File: config.mk
export PLATFORM = sky130hd
export DESIGN_NAME = hera_wb_arb
export DESIGN_NICKNAME = d
export VERILOG_FILES = /design/src/rtl/hera_wb_arb.sv
export SDC_FILE = /design/constraint.sdc
export NUM_CORES = 1
export LEC_CHECK = 0
export ABC_CLOCK_PERIOD_IN_PS = 1700
export BUFFER_PORTS_ARGS = -buffer_cell sky130_fd_sc_hd__buf_2
export CAP_MARGIN = 5
export CORE_ASPECT_RATIO = 0.8
export CORE_MARGIN = 2
export CORE_UTILIZATION = 50
export CTS_BUF_LIST = sky130_fd_sc_hd__clkbuf_4
export DETAILED_ROUTE_END_ITERATION = 16
export PLACE_DENSITY = 0.83
export REMOVE_ABC_BUFFERS = 1
export SLEW_MARGIN = 20
export SYNTH_ARGS = -nofsm -noshare
export SYNTH_HDL_FRONTEND = slang
export SYNTH_SLANG_ARGS = --single-unit
File: constraint.sdc
create_clock -name clk -period 1.7 [get_ports clk]
set_input_delay 0.255 -clock clk [delete_from_list [all_inputs] [get_ports clk]]
set_output_delay 0.255 -clock clk [all_outputs]
set_load 0.01 [all_outputs]
File: src/rtl/hera_wb_arb.sv
// hera_wb_arb: write-back arbiter and hazard scoreboard for the HERA register
// file. Three producers (load return, multiplier, ALU) share one write port.
// A multiply occupies the port for two cycles (low word to rd, high word to
// R13). The scoreboard tracks destinations of loads/multiplies in flight and
// raises a hazard for decode sources that are still pending.
module hera_wb_arb #(
  parameter int STARVE_MAX = 4,
  parameter int DW         = 16
) (
  input  logic          clk,
  input  logic          rst_s,
  input  logic          ld_valid,
  input  logic [3:0]    ld_rd,
  input  logic [DW-1:0] ld_data,
  output logic          ld_ready,
  input  logic          mul_valid,
  input  logic [3:0]    mul_rd,
  input  logic [DW-1:0] mul_lo,
  input  logic [DW-1:0] mul_hi,
  output logic          mul_ready,
  input  logic          alu_valid,
  input  logic [3:0]    alu_rd,
  input  logic [DW-1:0] alu_data,
  output logic          alu_ready,
  input  logic          iss_ld,
  input  logic          iss_mul,
  input  logic [3:0]    iss_rd,
  input  logic [3:0]    rsa,
  input  logic [3:0]    rsb,
  output logic          hazard,
  output logic          wr_en,
  output logic [3:0]    wr_addr,
  output logic [DW-1:0] wr_data,
  output logic [15:0]   pend
);

  localparam logic [3:0] STARVE_LIM = 4'(STARVE_MAX);
  localparam logic [3:0] R13        = 4'd13;

  typedef enum logic [0:0] {IDLE, MUL_HI} state_t;

  state_t        state;
  logic [3:0]    starve_cnt;
  logic [DW-1:0] mul_hi_p1;
  logic [15:0]   set_mask;
  logic [15:0]   clr_mask;

  function automatic logic [15:0] reg_bit(input logic [3:0] r);
    return 16'h0001 << r;
  endfunction

  // Grant selection: ALU when starved, otherwise ld > mul > alu; nothing while the high word goes out
  always_comb begin
    ld_ready  = 1'b0;
    mul_ready = 1'b0;
    alu_ready = 1'b0;
    if (state == IDLE) begin
      if (alu_valid && (starve_cnt >= STARVE_LIM)) alu_ready = 1'b1;
      else if (ld_valid)                           ld_ready  = 1'b1;
      else if (mul_valid)                          mul_ready = 1'b1;
      else if (alu_valid)                          alu_ready = 1'b1;
    end
  end

  // Scoreboard set/clear masks for this edge; iss_mul overrides iss_ld, R0 never tracked
  always_comb begin
    set_mask = 16'h0000;
    clr_mask = 16'h0000;
    if (iss_mul)     set_mask = reg_bit(iss_rd) | reg_bit(R13);
    else if (iss_ld) set_mask = reg_bit(iss_rd);
    if (state == MUL_HI) clr_mask = reg_bit(R13);
    else if (ld_ready)   clr_mask = reg_bit(ld_rd);
    else if (mul_ready)  clr_mask = reg_bit(mul_rd);
  end

  assign hazard = ((rsa != 4'd0) && pend[rsa]) || ((rsb != 4'd0) && pend[rsb]);

  // Write port, multiply sequencing, starvation counter and pending mask
  always_ff @(posedge clk) begin
    if (rst_s) begin
      state      <= IDLE;
      starve_cnt <= 4'd0;
      mul_hi_p1  <= '0;
      wr_en      <= 1'b0;
      wr_addr    <= 4'd0;
      wr_data    <= '0;
      pend       <= 16'h0000;
    end else begin
      state <= IDLE;
      wr_en <= 1'b0;
      if (state == MUL_HI) begin
        wr_en   <= 1'b1;
        wr_addr <= R13;
        wr_data <= mul_hi_p1;
      end else if (ld_ready) begin
        wr_en   <= (ld_rd != 4'd0);
        wr_addr <= ld_rd;
        wr_data <= ld_data;
      end else if (mul_ready) begin
        wr_en     <= (mul_rd != 4'd0);
        wr_addr   <= mul_rd;
        wr_data   <= mul_lo;
        mul_hi_p1 <= mul_hi;
        state     <= MUL_HI;
      end else if (alu_ready) begin
        wr_en   <= (alu_rd != 4'd0);
        wr_addr <= alu_rd;
        wr_data <= alu_data;
      end

      if (!alu_valid || alu_ready)      starve_cnt <= 4'd0;
      else if (starve_cnt < STARVE_LIM) starve_cnt <= starve_cnt + 4'd1;

      pend <= ((pend & ~clr_mask) | set_mask) & 16'hFFFE;
    end
  end

endmodule

==> impl_metrics.toml <==
[synth]
async_flop_share_pct = 0
syn-cell-area_um2 = 3320
synth_ff_type = "dfxtp_1"
ys_types = 60
synth-warning-count = 0
avgSynthCellArea_um2 = 7.99
synthCells = 416
synth_edf_count = 0
ys_ff_latch = 57
synth-seq-area-share_pct = 34.4

[worst_setup_path]
path_class = "reg2out"
end_kind = "output pin"
worstSetupPathDepth = 5
cp_max_fo = 3
path_buf_inv = 1
critPathLaunchType = "flip-flop"
crit_family = "multiplexers"
required_ns = 1.44
slowest_delay_ns = 0.49
worst-endpoint-arrival_ns = 1.74
crit_slowest_cell = "mux4_2"
r2r_cells = 6
crit_chain = "mux4_2, nand2b_4, o211ai_1, nand3_1, buf_2"

[final_layout]
finish.net_count = 678
stdcell_area_um2 = 4650
syn2layout_area_growth_pct = 39.8
layout-drive-gt1-share_pct = 39.2
layout.cells.non_filler = 671
multi_input_area_um2 = 2070
diodes = 0
nFillCells = 517
regArea_um2 = 1150

[sta]
max_freq_ghz = 0.500
post-route-min-period_ns = 2.00
holdWs_ns = 0.0593
fin_skew_ns = 0.0105
finalMaxSlewViolations = 0
fin_crit_sh_pct = 118
tightest_slew_ns = 0.517
setup_viol = 2
final_hold_viol_count = 0
maxSlewHeadroom_pct = 65.4
rsz0062_at_grt = "true"
fin_ws_ns = -0.298

[status]
outcome = "complete, but fails checks"
violations = "setup timing"

[place]
place_area_um2 = 4290
numPortBuffers = 134
dp.cells = 645
place_congestion = 0.984
post-dp-hpwl_mm = 8.98

[drt]
firstDrtPassIters = 6
drtIter0Drc = 491
num_vias = 4205
ant_nets = 0
drc = 0
drt-total-wl_mm = 12.7
vias_per_cell = 6.27
wire_per_inst_um = 18.9

[clocking]
cts_buffers = 9
htreeDepth = 3
clockRootBuffer = "clkbuf_4"
path_clk_slew_ns = 0.11
cts_buffer_depth = 2
cts_tree = "built"
cts_sinks = 57
clock_latency_ns = 0.42

[floorplan]
die-area_um2 = 7320
fp.dieW_um = 95.1
rows = 26
die_height_um = 76.9
ios = 136
initial_utilization_pct = 51.8
core-area_um2 = 6410

[worst_hold_path]
hold_class = "in2reg"
whs_path_depth = 3

[pwr]
p_leak_nw = 2.04
vdd_drop_max_uv = 425
powerDensity_nw_per_um2 = 699

[global_route]
grt_overflow_total = 0
grt_max_degree = 29
grt_pass1_vias = 4041
grt_usage_pct = 35.0
antenna_found_initial = 1
grt_first_pass_wirelength_mm = 19.7

[job]
maxCapViolations = 0
==> cell families (layout without fill, tap and decap cells) <==
family / count (synthesis) / in the layout / share of synthesized area [%]
and+or+nand+nor: 144 / 144 / 22.4
buffers and inverters: 42 / 213 / 5.46
adders and majority gates: 1 / 1 / 0.377
xor gates and xnor gates: 1 / 1 / 0.264
AOI/OAI and AO/OA: 159 / 159 / 31.5
DFF: 57 / 57 / 34.4
muxes: 11 / 11 / 5.57
other: 1 / 1 / 0.113
==> per-layer routing <==
layer	wire, um	vias to the layer above	share of wire (%)	GRT usage [%]
met3	1590	34	13	10.8
met2	5790	311	46	52.7
li1	-	1915	-	-
met4	291	0	2.3	13.0
met5	0	-	0	0
met1	5010	1945	39	46.9
==> sequential cells by signal, summed over array words and instances, names as in the netlist <==
name / flops
pend: 15
state: 1
wr_en: 1
wr_addr: 4
mul_hi_p1: 16
wr_data: 16
starve_cnt: 4
==> layout make-up <==
cell class | count | share of cell area [%]
multi-input cells | 317 | 44.5
flip-flops and latches | 57 | 24.8
repair buffers | 185 | 24.5
well taps | 84 | 2.26
clock buffers | 12 | 1.94
inverters | 12 | 1.05
clock inverters | 4 | 0.943
==> tightest hold or removal path, delay by kind of cell <==
family	cells	cell delay, ns
compound gates	1	0.05
simple gates	1	0.05
buf+inv	1	0.10
==> path summary, 6_finish.rpt <==
check / start / to / slack (ns)
max reg2reg: starve_cnt[2] / wr_addr[0] / 0.04
max: pend[7] / hazard / -0.30
min reg2reg: mul_hi_p1[10] / mul_hi_p1[10] / 0.46
min: mul_hi[9] / mul_hi_p1[9] / 0.06
==> cells in the mapped netlist (4+ instances only) <==
cell type   n  area share [%]
o31a_1      6             1.6
nand3_1    19             2.9
mux2i_1     5             1.5
nand2_1    46             5.2
a311oi_1    9             2.4
o211ai_1    4            0.90
a211o_1     9             2.4
o221ai_1   11             2.9
and2_1     16             3.0
mux4_2      6             4.1
buf_2      10             1.5
clkbuf_1   17             1.9
nor4_1      4            0.75
nand2b_1    8             1.5
a21oi_1    41             6.2
nor2_1     24             2.7
or4_1       4            0.90
inv_1      11             1.2
o21ai_0    35             5.3
a31oi_1    18             3.4
dfxtp_1    57              34
==> power by group <==
group	internal [mW]	total, mW	switching [mW]
Sequential	1.41	1.46	0.0497
Clock	0.489	1.02	0.526
Combinational	0.355	0.769	0.414
Total	2.26	3.25	0.989
==> timing repair <==
item	CTS	global route
endpoints found under the setup margin	4	24
buffers inserted	5	5
endpoints found under the hold margin	0	0
pin swaps	5	6
gates cloned	1	0
hold buffers	0	0
resized for setup	26	12
==> placed cells by master, fill, tap and decap left out, types with 2 or more instances in the layout <==
master	Yosys	layout
dfxtp_2	0	6
o221ai_1	11	11
mux2i_1	5	5
a211o_1	9	9
inv_2	0	2
and2_1	16	16
nor3_1	3	3
or4_1	4	3
clkbuf_4	0	12
a21oi_1	41	41
buf_6	0	7
nor3b_1	3	3
nor4_1	4	4
clkinv_2	0	3
nand2_1	46	45
o22ai_1	3	3
a31oi_1	18	18
o21ai_0	35	34
o31a_1	6	6
buf_2	10	131
o41ai_1	2	2
nor2b_1	2	2
a311oi_1	9	9
dfxtp_1	57	50
nand4_1	2	2
mux4_2	6	6
buf_12	0	2
nand3_1	19	18
inv_1	11	8
nand2b_1	8	7
o311ai_1	2	2
o211ai_1	4	4
o32ai_1	3	3
buf_4	3	44
nand4b_1	2	2
nor2_1	24	24
==> metrics by stage <==
stage / util [%] / TNS (ns) / setup WS [ns] / total power [mW]
2_1_floorplan: - / -34.16 / -0.977 / 1.80
3_3_place_gp: 67.0 / 0 / 0.0369 / 2.17
3_5_place_dp: 67.0 / -0.0281 / -0.0215 / 2.19
4_1_cts: 71.6 / -0.371 / -0.304 / 3.20
5_1_grt: 72.5 / -0.613 / -0.368 / 3.37
6_report: 72.5 / -0.385 / -0.298 / 3.25
Power figures use the tool's default switching activity.
